===== config.mk =====
export PLATFORM = sky130hd
export DESIGN_NAME = rpn_evaluator
export DESIGN_NICKNAME = d
export VERILOG_FILES = /design/src/rtl/rpn_evaluator.sv
export SDC_FILE = /design/constraint.sdc
export NUM_CORES = 1
export LEC_CHECK = 0
export CAP_MARGIN = 20
export CORE_AREA = 3 3 111 194
export DETAILED_ROUTE_END_ITERATION = 10
export DIE_AREA = 0 0 114 197
export GPL_TIMING_DRIVEN = 0
export PLACE_DENSITY = 0.76
export SKIP_CTS_REPAIR_TIMING = 1
export SYNTH_ARGS = -nofsm -noshare
export SYNTH_HDL_FRONTEND = slang
export SYNTH_SLANG_ARGS = --single-unit

===== constraint.sdc =====
create_clock -name clk -period 6.05 [get_ports clk]
set_clock_uncertainty 0.15 [all_clocks]
set_input_delay 0.9075 -clock clk [delete_from_list [all_inputs] [get_ports clk]]
set_output_delay 0.9075 -clock clk [all_outputs]
set_load 0.01 [all_outputs]

===== src/rtl/rpn_evaluator.sv =====
// Postfix (RPN) token evaluator with an operand stack, stb/ack token input and a held result output.
// Pairs directly with the infix-to-RPN converter to form a calculator datapath.
module rpn_evaluator #(
  parameter int WIDTH = 16,
  parameter int DEPTH = 8
) (
  input  logic             clk,
  input  logic             rst,
  input  logic             input_stb,
  input  logic [3:0]       input_data,
  input  logic             is_input_operator,
  output logic             input_ack,
  output logic             output_stb,
  output logic [WIDTH-1:0] output_data,
  output logic             output_error,
  input  logic             output_ack
);

  localparam int DW = $clog2(DEPTH + 1);
  localparam logic [DW-1:0] FULL = DW'(DEPTH);
  localparam logic [DW-1:0] ONE  = DW'(1);
  localparam logic [DW-1:0] TWO  = DW'(2);

  localparam logic [3:0] OP_ADD = 4'h0;
  localparam logic [3:0] OP_SUB = 4'h1;
  localparam logic [3:0] OP_MUL = 4'h2;
  localparam logic [3:0] OP_END = 4'hF;

  typedef enum logic [1:0] {
    S_READ,
    S_ACK,
    S_OUT
  } state_t;

  state_t           r_state;
  state_t           w_nextState;
  logic [3:0]       r_tokData;
  logic             r_tokOp;
  logic [WIDTH-1:0] r_stack [DEPTH];
  logic [DW-1:0]    r_depth;
  logic             r_err;
  logic [WIDTH-1:0] r_outData;
  logic             r_outError;

  logic             w_isEnd;
  logic             w_isBinary;
  logic [WIDTH-1:0] w_a;
  logic [WIDTH-1:0] w_b;
  logic [WIDTH-1:0] w_result;

  // Entry 0 is always the top of stack, so pushes and pops are plain shifts.
  assign w_a        = r_stack[1];
  assign w_b        = r_stack[0];
  assign w_isEnd    = r_tokOp && (r_tokData == OP_END);
  assign w_isBinary = r_tokOp && ((r_tokData == OP_ADD) || (r_tokData == OP_SUB) ||
                                  (r_tokData == OP_MUL));

  assign input_ack    = (r_state == S_ACK);
  assign output_stb   = (r_state == S_OUT);
  assign output_data  = r_outData;
  assign output_error = r_outError;

  always_ff @(posedge clk) begin
    if (rst) begin
      r_state <= S_READ;
    end else begin
      r_state <= w_nextState;
    end
  end

  always_comb begin
    w_nextState = r_state;
    case (r_state)
      S_READ:  if (input_stb) w_nextState = S_ACK;
      S_ACK:   w_nextState = w_isEnd ? S_OUT : S_READ;
      S_OUT:   if (output_ack) w_nextState = S_READ;
      default: w_nextState = S_READ;
    endcase
  end

  always_comb begin
    w_result = '0;
    case (r_tokData)
      OP_ADD:  w_result = w_a + w_b;
      OP_SUB:  w_result = w_a - w_b;
      OP_MUL:  w_result = w_a * w_b;
      default: w_result = '0;
    endcase
  end

  // The token is captured only in S_READ; the producer holds it until ack anyway.
  always_ff @(posedge clk) begin
    if (rst) begin
      r_tokData <= '0;
      r_tokOp   <= 1'b0;
    end else if ((r_state == S_READ) && input_stb) begin
      r_tokData <= input_data;
      r_tokOp   <= is_input_operator;
    end
  end

  always_ff @(posedge clk) begin
    if (rst) begin
      r_depth    <= '0;
      r_err      <= 1'b0;
      r_outData  <= '0;
      r_outError <= 1'b0;
      for (int i = 0; i < DEPTH; i++) r_stack[i] <= '0;
    end else if (r_state == S_ACK) begin
      if (w_isEnd) begin
        if ((r_depth == ONE) && !r_err) begin
          r_outData  <= r_stack[0];
          r_outError <= 1'b0;
        end else begin
          r_outData  <= '0;
          r_outError <= 1'b1;
        end
        r_depth <= '0;
        r_err   <= 1'b0;
      end else if (!r_err) begin
        if (r_tokOp) begin
          if (!w_isBinary || (r_depth < TWO)) begin
            r_err <= 1'b1;
          end else begin
            r_stack[0] <= w_result;
            for (int i = 1; i < DEPTH - 1; i++) r_stack[i] <= r_stack[i+1];
            r_depth <= r_depth - ONE;
          end
        end else if (r_depth == FULL) begin
          r_err <= 1'b1;
        end else begin
          r_stack[0] <= {{(WIDTH-4){1'b0}}, r_tokData};
          for (int i = 1; i < DEPTH; i++) r_stack[i] <= r_stack[i-1];
          r_depth <= r_depth + ONE;
        end
      end
    end
  end

endmodule


==> flow_metrics.env, run 1 <==
export IMPL_initial_utilization=0.565
export IMPL_fin_nets=1274
export IMPL_clock_sinks=157
export IMPL_cts_inserted_buffers=17
export IMPL_grt_first_pass_wirelength_um=46300
export IMPL_die_h_um=197
export IMPL_grt_max_degree=40
export IMPL_cts_tree="done"
export IMPL_synth_fa_ha_area_frac=0.218
export IMPL_synth_seq_area_share=0.388
export IMPL_clockBufferDepth=2
export IMPL_viasPerCell=5.92
export IMPL_arrival_ns=5.99
export IMPL_row_count=69
export IMPL_reg2reg_from="r_stack[0][19]$_SDFFCE_PN0P_"
export IMPL_outcome="complete, no violations"
export IMPL_r2r_end="r_stack[0][15]$_SDFFCE_PN0P_"
export IMPL_vias=8145
export IMPL_regToRegSetupSlack_ns=0.08
export IMPL_synth_compound_area_frac=0.134
export IMPL_peakVddDrop_uv=324
export IMPL_setup_ws_ns=0.0833
export IMPL_antenna_cells=0
export IMPL_yosysUniqueCellTypes=59
export IMPL_clock_fmax_mhz=168
export IMPL_wl_per_cell_um=20.8
export IMPL_die_area_sq_um=22500
export IMPL_place_gp_congestion=0.970
export IMPL_synth_async_sr_flop_share=0
export IMPL_synth_flop_cell="edfxtp_1"
export IMPL_io_buffers=27
export IMPL_multi_input_area_sq_um=6330
export IMPL_cp_end_kind="register"
export IMPL_synth_xor_area_frac=0.0510
export IMPL_final_layout_size_suffix_gt1_frac=0.0807
export IMPL_ios=28
export IMPL_root_buffer="clkbuf_16"
export IMPL_p_leak_nw=5.43
export IMPL_drt_pre_antenna_iters=5
export IMPL_path_class="register to register"
export IMPL_seq_area_sq_um=4420
export IMPL_fin_crit_sh=0.986
export IMPL_slew_headroom=0.311
export IMPL_postSynthCellCount=1058
export IMPL_placed_cells=1335
export IMPL_htreeDepth=4
export IMPL_hold_viol_final=0
export IMPL_setup_violations_final=0
export IMPL_total_power_mw=3.45
export IMPL_drc=0
export IMPL_top_layer_used="met4"
export IMPL_place_ws_ns=-0.588
export IMPL_tightestPinTransition_ns=1.03
export IMPL_ys_seq_elements=157
export IMPL_ant_nets=0
export IMPL_clock_latency_ns=0.42
export IMPL_synthesis_nets=1217
export IMPL_post_route_min_period_ns=5.97
export IMPL_wl_met2_um=15700
export IMPL_syn2layout_area_growth_pct=12.5
export IMPL_grt_pass1_vias=8679
export IMPL_cap_violations=0
export IMPL_hp_class="register to register"
export IMPL_yosysWarnings=0
export IMPL_muxShareOfSynthArea=0.0219
export IMPL_wl_met1_um=10400
export IMPL_clkTransAtPathRegs_ns=0.07
export IMPL_core_area_sq_um=20200
export IMPL_hold_end="output_data[10]$_SDFFE_PP0P_"
export IMPL_p_per_area_nw_per_um2=269
export IMPL_grtUsageTotal=0.269
export IMPL_drv_slew=0
export IMPL_synth_edff_count=128
export IMPL_worst_endpoint_required_ns=6.07
export IMPL_drt_iter0_markers=405
export IMPL_min_delay_start="output_data[10]$_SDFFE_PP0P_"
export IMPL_syn_area_per_cell_sq_um=10.8
export IMPL_synth_top_family_by_area="adder cells"
export IMPL_grt_overflow=0
export IMPL_wl_met3_um=1020
export IMPL_worst_path_max_fanout=10
export IMPL_dp_hpwl_um=22000
export IMPL_synth_simple_gate_area_frac=0.127
export IMPL_fp_dieW_um=114
export IMPL_r2r_cells=16
export IMPL_antenna_found_initial=0
export IMPL_fillers=1636
export IMPL_crit_path_start_kind="register"
export IMPL_holdPathStages=1
export IMPL_fin_cells=1376
export IMPL_syn_area_sq_um=11400
export IMPL_drt_wl_total_um=28700
==> critical path, stage by stage, from the launching register on <==
cell      delay [ns]
edfxtp_1        0.65
clkbuf_2        0.40
nand2_1         0.13
fa_1            0.46
fa_1            0.49
inv_1           0.06
fa_1            0.49
fa_1            0.49
inv_1           0.05
fa_1            0.46
fa_2            0.56
inv_1           0.05
ha_1            0.20
or3_1           0.42
o31ai_4         0.27
xnor2_1         0.11
a32o_1          0.27
==> cell usage in the layout, fill, tap and decap left out, drive strengths merged, types with 3 or more instances in the layout <==
cell type      instances
nor2b                 10
o21ai                 20
nand3                  5
o41ai                  3
xor2                  19
a211oi                 3
buf                   38
edfxtp               128
clkdlybuf4s50         27
clkbuf                52
dfxtp                 29
nand2                 84
or3                    8
xnor2                 44
nor2                  52
nor3                  11
or4                    3
o21a                   8
a21oi                 32
ha                    69
inv                  120
nor4                   3
mux2i                 25
or2                    3
clkinv                 5
o31ai                  6
nand2b                10
a22oi                  8
fa                    81
a21o                   6
a22o                  96
and2                  83
bufinv                 6
==> area by class of cell <==
class                           count  area share
Buffer                             53      0.0195
Timing Repair Buffer               44      0.0329
Sequential cell                   157       0.345
Clock buffer                       20      0.0340
Clock inverter                     12      0.0170
Multi-Input combinational cell    722       0.493
Tap cell                          248      0.0242
Inverter                          120      0.0351
==> metrics by stage <==
stage,instance area [sq um],hold slack [ns],utilization,setup TNS [ns]
after floorplan,11400,0.330,-,0
after global placement,12000,0.312,0.594,-1.42
after detailed placement,12000,0.315,0.596,-1.73
after CTS,12700,0.334,0.628,-1.83
after global routing,12800,0.353,0.636,-0.0319
final,12800,0.328,0.636,0
==> synth_stat cells, types with 3 or more instances <==
cell type	instances	area, sq um
nand2b_1	10	62.6
o21ai_0	16	80.1
and2_1	83	519
or3_1	8	50.1
a21oi_1	32	160
nand2_1	84	315
o21ai_1	4	20.0
nand3_1	5	25.0
o31ai_1	5	37.5
a22oi_1	8	60.1
xnor2_1	43	377
nor3_1	10	50.1
or2_2	3	18.8
mux2i_1	25	250
ha_1	69	863
edfxtp_1	128	3840
o21a_1	8	60.1
xor2_1	19	166
a211oi_1	3	22.5
buf_2	13	65.1
o41ai_1	3	26.3
nor2b_1	10	62.6
clkbuf_1	40	150
a21o_1	6	45.0
nor2_1	52	195
a22o_1	96	841
fa_1	81	1620
inv_1	120	450
dfxtp_1	29	581
buf_1	5	18.8
==> power by group <==
part	switching, mW	total, mW	internal, mW	leakage (nW)
logic	0.540	0.958	0.418	3.53
registers	0.0637	1.30	1.24	1.59
clock network	0.420	1.19	0.771	0.313
total	1.02	3.45	2.43	5.43
==> cell families after synthesis <==
group | after synthesis
AND/OR/NAND/NOR | 283
AO/OA/AOI/OAI | 200
buffers and inverters | 179
flip-flops | 157
adder cells (fa/ha/maj) | 150
XOR/XNOR | 64
multiplexers | 25
==> registers in the layout (all words and copies together) (netlist names) <==
register / count
r_stack: 128
output_data: 16
r_depth: 4
r_tokData: 4
r_state: 2
output_error: 1
r_err: 1
r_tokOp: 1
==> how the worst max path moves through the flow <==
| stage | from | end | slack (ns) | depth (start not counted) |
|---|---|---|---|---|
| 2_1_floorplan | r_stack[0][1]$_DFFE_PP_ | r_stack[0][15]$_SDFFCE_PN0P_ | 0.31 | 19 |
| 3_3_place_gp | r_stack[0][1]$_DFFE_PP_ | r_stack[0][15]$_SDFFCE_PN0P_ | -0.52 | 18 |
| 3_5_place_dp | r_stack[0][2]$_DFFE_PP_ | r_stack[0][15]$_SDFFCE_PN0P_ | -0.59 | 18 |
| 4_1_cts | r_stack[0][1]$_DFFE_PP_ | r_stack[0][15]$_SDFFCE_PN0P_ | -0.62 | 18 |
| 5_1_grt | r_stack[0][1]$_DFFE_PP_ | r_stack[0][15]$_SDFFCE_PN0P_ | -0.03 | 16 |
| 6_report | r_stack[0][19]$_SDFFCE_PN0P_ | r_stack[0][15]$_SDFFCE_PN0P_ | 0.08 | 16 |
==> layer usage <==
metal  vias to the layer above  GRT usage
li1                       3774          -
met1                      4079      0.291
met2                       208      0.492
met3                        84     0.0338
met4                         0      0.160
met5                         -          0
Note: power is estimated with default switching activity, not from simulation.
==> inputs of run 2 (changes only) <==
HOLD_SLACK_MARGIN = 0.1   (was unset)
==> results of run 2 <==
The final DEF is identical to that of run 1; final timing and power are the same.
==> inputs of run 3 (changes only) <==
PLACE_DENSITY = 0.74   (was 0.76)
==> run 3 against run 2 <==
  * Cell area shrank 0.48%
  * Largest cell class unchanged
  * Flip-flop and latch count is the same
  * First-iteration DRC count grew 16%
  * Sequential power is essentially flat
  * Combinational power is essentially flat
  * Critical path depth is the same
  * Power shrank 3.0%
  * Wire length grew 0.33%
  * Count of clock-buffer cells in the layout shrank 1
  * Largest power group unchanged
  * Via count shrank 0.32%
==> flow_metrics.env, run 3 (synthesis results as in run 1) <==
export IMPL_grt_first_pass_wirelength_um=46100
export IMPL_cap_violations=0
export IMPL_power_switching_mw=1.04
export IMPL_ios=28
export IMPL_crit_chain="clkbuf_2 -> nand2_1 -> fa_1 -> inv_1 -> fa_1 -> fa_1 -> fa_1 -> inv_1 -> fa_1 -> fa_2 -> inv_1 -> ha_1 -> or3_1 -> o31ai_4 -> xnor2_1 -> a32o_1"
export IMPL_dp_hpwl_um=22100
export IMPL_arrival_ns=5.91
export IMPL_core_area_sq_um=20200
export IMPL_crit_path_top_delay_cell="edfxtp_1"
export IMPL_clockPowerShare=0.326
export IMPL_hold_viol_final=0
export IMPL_cts_inserted_buffers=17
export IMPL_syn2layout_area_growth_pct=11.9
export IMPL_die_h_um=197
export IMPL_cpMostUsedCell="fa_1"
export IMPL_htreeDepth=4
export IMPL_antenna_found_initial=0
export IMPL_clock_latency_ns=0.43
export IMPL_setup_violations_final=0
export IMPL_slowest_delay_ns=0.57
export IMPL_pwr_share_comb=0.286
export IMPL_outcome="complete, no violations"
export IMPL_clockBufferDepth=2
export IMPL_layout_common_cells="128 x edfxtp_1, 120 x inv_1, 96 x a22o_1"
export IMPL_antenna_cells=0
export IMPL_drc=0
export IMPL_grt_max_degree=40
export IMPL_place_gp_congestion=0.978
export IMPL_intPower_mw=2.31
export IMPL_drt_wl_total_um=28800
export IMPL_clkTransAtPathRegs_ns=0.07
export IMPL_fp_dieW_um=114
export IMPL_p_per_area_nw_per_um2=262
export IMPL_total_power_mw=3.35
export IMPL_cp_end_kind="register"
export IMPL_critPathTopFamily="adder cells"
export IMPL_clock_sinks=157
export IMPL_tightestPinTransition_ns=0.970
export IMPL_row_count=69
export IMPL_grtUsageTotal=0.269
export IMPL_cp_buffers_inverters=4
export IMPL_vias=8119
export IMPL_ant_nets=0
export IMPL_worst_path_max_fanout=10
export IMPL_cts_tree="done"
export IMPL_grt_pass1_vias=8598
export IMPL_fin_crit_sh=0.971
export IMPL_peakVddDrop_uv=321
export IMPL_initial_utilization=0.565
export IMPL_hp_class="register to register"
export IMPL_grt_setup_unrepaired="no"
export IMPL_viasPerCell=5.90
export IMPL_slew_headroom=0.352
export IMPL_wl_per_cell_um=20.9
export IMPL_fin_nets=1274
export IMPL_root_buffer="clkbuf_16"
export IMPL_crit_path_start_kind="register"
export IMPL_p_leak_nw=5.39
export IMPL_switching_share=0.311
export IMPL_die_area_sq_um=22500
export IMPL_whs_ns=0.338
export IMPL_grt_overflow=0
export IMPL_drt_pre_antenna_iters=6
export IMPL_largest_reg_flops=128
export IMPL_drt_iter0_markers=468
export IMPL_final_layout_size_suffix_gt1_frac=0.0824
export IMPL_io_buffers=27
export IMPL_path_class="register to register"
export IMPL_post_route_min_period_ns=5.87
export IMPL_seqPwrFrac=0.388
export IMPL_drv_slew=0
export IMPL_worst_endpoint_required_ns=6.08
export IMPL_clock_fmax_mhz=170
export IMPL_largest_register="r_stack"
export IMPL_fin_util=0.633
export IMPL_final_common_cell="edfxtp_1"
[run 3: cell count changes in the layout (fill, tap and decap cells not counted), sizes merged]
cell,before,now
clkinvlp,1,4
clkinv,5,3
inv,120,123
bufinv,6,3
clkbuf,52,51
[run 3: worst paths after layout]
kind	from	endpoint	slack, ns	depth (start not counted)
setup / recovery	r_stack[0][20]$_SDFFCE_PN0P_	r_stack[0][15]$_SDFFCE_PN0P_	0.18	16
hold / removal	output_data[9]$_SDFFE_PP0P_	output_data[9]$_SDFFE_PP0P_	0.34	1
setup reg to reg	r_stack[0][20]$_SDFFCE_PN0P_	r_stack[0][15]$_SDFFCE_PN0P_	0.18	16
hold reg to reg	output_data[9]$_SDFFE_PP0P_	output_data[9]$_SDFFE_PP0P_	0.34	1
[run 3: layer usage]
layer | part of all wire | GRT usage | vias to the layer above
met3 | 0.040 | 0.0384 | 87
met1 | 0.36 | 0.295 | 4055
met5 | 0 | 0 | -
li1 | - | - | 3765
met4 | 0.051 | 0.146 | 0
met2 | 0.55 | 0.490 | 212
[run 3: worst reg2reg max path, delay by kind of cell, from the launching register on]
family / cells / cell delay [ns]
AOI/OAI and AO/OA: 2 / 0.54
xor gates and xnor gates: 1 / 0.10
adders and majority gates: 7 / 3.20
buffers and inverters: 4 / 0.53
DFF: 1 / 0.57
and+or+nand+nor: 2 / 0.55
[run 3: final cells by class]
| cell class | count | area [sq um] |
|---|---|---|
| Clock inverter | 13 | 164 |
| Timing Repair Buffer | 44 | 423 |
| Fill cell | 1655 | 7420 |
| Inverter | 120 | 450 |
| Buffer | 53 | 246 |
| Tap cell | 248 | 310 |
| Clock buffer | 19 | 433 |
| Multi-Input combinational cell | 722 | 6330 |
| Sequential cell | 157 | 4420 |
[run 3: power by group through the flow]
stage	clock network, mW	registers (mW)	logic [mW]
2_1_floorplan	0	1.29	0.715
3_3_place_gp	0	1.32	0.909
3_5_place_dp	0	1.32	0.933
4_1_cts	1.10	1.30	0.940
5_1_grt	1.14	1.31	1.07
6_report	1.09	1.30	0.959
[run 3: per-stage QoR]
step           worst slack, ns  cell area [sq um]  TNS [ns]  std cells
2_1_floorplan            0.307              11400         0       1058
3_3_place_gp            -0.545              12000     -1.48       1333
3_5_place_dp            -0.558              12000     -1.55       1335
4_1_cts                 -0.588              12600     -1.65       1367
5_1_grt                 0.0102              12800         0       1376
6_report                 0.176              12800         0       1376
==> patch 1, RTL diff (settings of run 2) <==
Set the parameter `DEPTH` to 4 (it was 8).
--- a/src/rtl/rpn_evaluator.sv
+++ b/src/rtl/rpn_evaluator.sv
@@ -2,7 +2,7 @@
 // Pairs directly with the infix-to-RPN converter to form a calculator datapath.
 module rpn_evaluator #(
   parameter int WIDTH = 16,
-  parameter int DEPTH = 8
+  parameter int DEPTH = 4
 ) (
   input  logic             clk,
   input  logic             rst,
Function: no difference found for any inputs over 4 cycles, from zero or initial values and one cycle with rst high; that may be too few to reach the edited logic, so the function may still have changed.
==> patch 1 against run 2 <==
Global-route usage down 5.8 points; cell area down 24%; cell count down 13%; wire length down 20%; synthesized area down 23%; setup slack better by 160 ps; sequential cell count down 65; fmax up 2.7%; via count down 18%; worst hold slack better by 11 ps; core utilization down 15 points.
Power is not compared: it rests on default switching activity, and its combinational part moved more than twofold at a synthesized area within 25%.
==> patch 1: results (changes against run 2) <==
===========================================================================================
Number of iterations in the first detailed-routing pass                                   5   unchanged
Most frequently used flop master after synthesis                                   edfxtp_1
Sequential area share after synthesis                                                 0.270   -0.118
Level count of the clock H-tree                                                           3   -1
Highest Clock Rate                                                                  172 MHz   +2.7%
Number of antenna diodes                                                                  0   unchanged
HPWL reported at the end of detailed placement                                      17.8 mm   -19%
Max VDD drop                                                                     0.000281 V
Wirelength, routed                                                                  22.9 mm   -20%
Number of distinct library cells after synthesis                                         65   +10%
Number of cells produced by synthesis                                                   900   -15%
FILL cells                                                                             1932   +18%
Initial antenna violation count                                                           0   unchanged
Internal reg-to-reg setup slack                                                      240 ps   +160 ps
Share of flip-flops with an asynchronous set or reset                                     0   unchanged
Maximum number of pins on one net before global-route repair                             19   -53%
Min-Delay Path Depth                                                                      1   unchanged
Reg with most FFs                                                                   r_stack
Reg area                                                                         2360 sq um   -47%
Reg2Reg Depth                                                                            19   +3
Status                                                                            completed
Final sum of negative setup slack                                                      0 ps   unchanged
Area of placed instances                                                         9330 sq um   -22%
Leakage power total                                                                 4.24 nW
Number of global-route vias before repair                                              7129   -18%
Worst-Skew Late Latency                                                              340 ps   -80 ps
Slew HR                                                                               0.221   -0.0903
Number of flip-flops in the largest register                                             64   -50%
Global-route usage over all layers                                                    0.211   -0.0582
Cell chosen for the clock root                                                    clkbuf_16
Global-route wire length before repair                                              36.8 mm   -21%
Clock-pin slew on the worst setup and hold paths                                      80 ps
Worst EP arrival                                                                    5880 ps   -110 ps
Pre-CTS worst setup slack                                                           -497 ps   +90.3 ps
Placer congestion estimate                                                            0.972   +0.14%
Leading post-synthesis cells by cell area                                      fa_1 19%, edfxtp_1 18%, ha_1 10%, dfxtp_1 9.1%, and2_1 6.6%
Synthesis Warnings                                                                        0   unchanged
Number of nets in the synthesized netlist                                              1060   -13%
Number of synthesized flops with an enable pin                                           52   -59%
Number of design-rule violations left by the first detailed-router iteration            353   -13%
Routed WL per cell                                                             19.1 microns   -8.1%
Dpl cells                                                                              1174   -12%
Most numerous cell types in the synthesized netlist                            127 x inv_1, 93 x and2_1, 82 x nand2_1, 81 x fa_1, 70 x ha_1
Buffers added on ports                                                                   26   -3.7%
Hold/Removal Path Class                                                          reg -> reg
Share of cells above drive strength 1                                                0.0824   +0.00169
Num CTS Buffers                                                                           9   -8
Average vias per placed instance                                                       5.58   -5.7%
Largest buffer count on any clock path                                                    2   unchanged
Number of routed nets with antenna violations                                             0   unchanged
Largest fanout of any net on the critical path                                           10   unchanged
===========================================================================================
-- patch 1: cell types whose count changed after synthesis, sizes merged, moves of 5 or more --
cell    before  now
nor2        52   23
clkbuf      40   32
edfxtp     128   52
inv        120  127
a22o        96   55
a21oi       32   26
o21ai       20   28
a22oi        8    3
dfxtp       29   40
and2        83   94
xnor2       44   39
mux2i       25    8
-- patch 1: final cells by class --
| type | count | area share |
|---|---|---|
| Clock inverter | 7 | 0.00706 |
| Multi-Input combinational cell | 632 | 0.585 |
| Clock buffer | 9 | 0.0231 |
| Buffer | 47 | 0.0297 |
| Sequential cell | 92 | 0.242 |
| Tap cell | 248 | 0.0319 |
| Inverter | 127 | 0.0489 |
| Timing Repair Buffer | 33 | 0.0321 |
-- patch 1: worst paths after layout --
path                                        to           start
worst max-delay path            r_stack[0][12]   r_stack[0][3]
worst min-delay path            output_data[8]  output_data[8]
worst max register to register  r_stack[0][12]   r_stack[0][3]
worst min register to register  output_data[8]  output_data[8]
-- patch 1: critical path, stage by stage (launching register included) --
cell	delay [ps]
edfxtp_1	410
buf_6	190
buf_4	210
nand2_1	80
fa_1	490
fa_1	600
fa_1	470
fa_1	560
inv_1	50
fa_1	470
inv_1	50
fa_1	480
inv_1	40
ha_1	340
and2_1	180
a31o_2	220
a41oi_2	200
nor2b_2	210
xor2_2	170
o21ai_0	100
-- patch 1: logic make-up (layout without fill, tap and decap cells) --
| logic type | count (synthesis) | count (layout) | synth area share |
|---|---|---|---|
| flops | 92 | 92 | 0.270 |
| xor+xnor | 62 | 62 | 0.0652 |
| simple gates | 257 | 257 | 0.160 |
| compound gates | 154 | 154 | 0.129 |
| buf+inv | 176 | 223 | 0.0824 |
| mux | 8 | 8 | 0.00914 |
| fa+ha+maj | 151 | 151 | 0.285 |
-- patch 1: stage by stage --
stage / hold WS, ps / util
final: 339 / 0.482
after detailed placement: 318 / 0.462
after CTS: 341 / 0.477
after floorplan: 321 / -
after global routing: 359 / 0.482
after global placement: 315 / 0.462
-- patch 1: layer usage --
layer	share of wire	global-route usage	up-vias	wire (microns)
li1	-	-	3075	-
met1	0.35	0.220	3377	8040
met2	0.58	0.410	166	13200
met3	0.035	0.0190	52	794
met4	0.036	0.103	0	816
met5	0	0	-	0
-- patch 1: where the power goes --
part | leakage, nW | switching, mW | total (mW) | internal, mW
sequential | 0.872 | 0.0277 | 0.716 | 0.688
combinational | 3.23 | 0.241 | 0.407 | 0.166
clock | 0.137 | 0.257 | 0.546 | 0.288
==> patch 2, RTL diff (config.mk and constraints of run 2) <==
Without the edit above. Remove the case item `OP_ADD` of the case on `r_tokData`.
--- a/src/rtl/rpn_evaluator.sv
+++ b/src/rtl/rpn_evaluator.sv
@@ -81,7 +81,6 @@
   always_comb begin
     w_result = '0;
     case (r_tokData)
-      OP_ADD:  w_result = w_a + w_b;
       OP_SUB:  w_result = w_a - w_b;
       OP_MUL:  w_result = w_a * w_b;
       default: w_result = '0;
Formal check against the unedited RTL: not equivalent (a bounded check fails within 10 cycles, from zero or initial values and one cycle with rst high).
==> patch 2 against run 2 <==
Global-route usage is 0.077 points lower; synthesized area is 2.4% lower; cell area fell by 2.2%; power shrank 5.2%; sequential cell count unchanged; setup slack better by 17 ps; wire length rose by 0.67%; worst hold slack better by 7.9 ps.
==> patch 2: results (changes against run 2) <==
===========================================================================================
Status                                                                            completed
FILL cells                                                                             1647   +0.67%
Placer congestion estimate                                                            0.923   -4.9%
Average vias per placed instance                                                       5.94   +0.37%
Worst EP arrival                                                                    5960 ps   -30 ps
Biggest cell delay along the critical path                                           610 ps   -40 ps
Pre-CTS worst setup slack                                                           -345 ps   +243 ps
Sw power                                                                            1.04 mW   +1.3%
Max VDD drop                                                                     0.000281 V   -13%
Highest Clock Rate                                                                  168 MHz   +0.28%
Post-Synth Adder-Cell Area                                                            0.230   +0.0122
Clock share of power                                                                  0.329   -0.016
Synth Area in XOR/XNOR                                                               0.0435   -0.00749
Global-route wire length before repair                                              45.6 mm   -1.4%
Number of design-rule violations left by the first detailed-router iteration            532   +31%
P_comb                                                                               894 uW   -6.7%
Sequential area share after synthesis                                                 0.397   +0.00971
Via Count                                                                              7991   -1.9%
Area of placed instances                                                        11900 sq um   -1.6%
Mean instance size in the synthesized netlist                                    11.0 sq um   +2.1%
Reg2Reg Depth                                                                            19   +3
Internal reg-to-reg setup slack                                                      100 ps   +20 ps
Source of the worst register-to-register timing path                           r_stack[0][1]
Slew HR                                                                               0.420   +0.108
Mux cell area share after synthesis                                                 0.00629   -0.0156
===========================================================================================
[patch 2: cell count changes after synthesis, moves of 6 or more]
cell	change
a22o_1	+16
nand2_1	-7
ha_1	+6
and2_1	-13
nor2b_1	-7
inv_1	+15
mux2i_1	-18
a21oi_1	-11
clkbuf_1	-16
xor2_1	-9
[patch 2: per-layer routing]
layer / part of all wire / track usage / vias to the layer above
li1: - / - / 3629
met1: 0.35 / 0.294 / 3978
met2: 0.54 / 0.479 / 283
met3: 0.043 / 0.0338 / 101
met4: 0.068 / 0.174 / 0
met5: 0 / 0 / -
[patch 2: layout make-up]
type	count	area, sq um	share of cell area
flip-flops and latches	157	4420	0.352
clock buffers	17	425	0.0339
repair buffers	54	482	0.0383
well taps	248	310	0.0247
inverters	135	507	0.0403
plain buffers	52	280	0.0223
clock inverters	15	160	0.0127
multi-input cells	667	5970	0.476
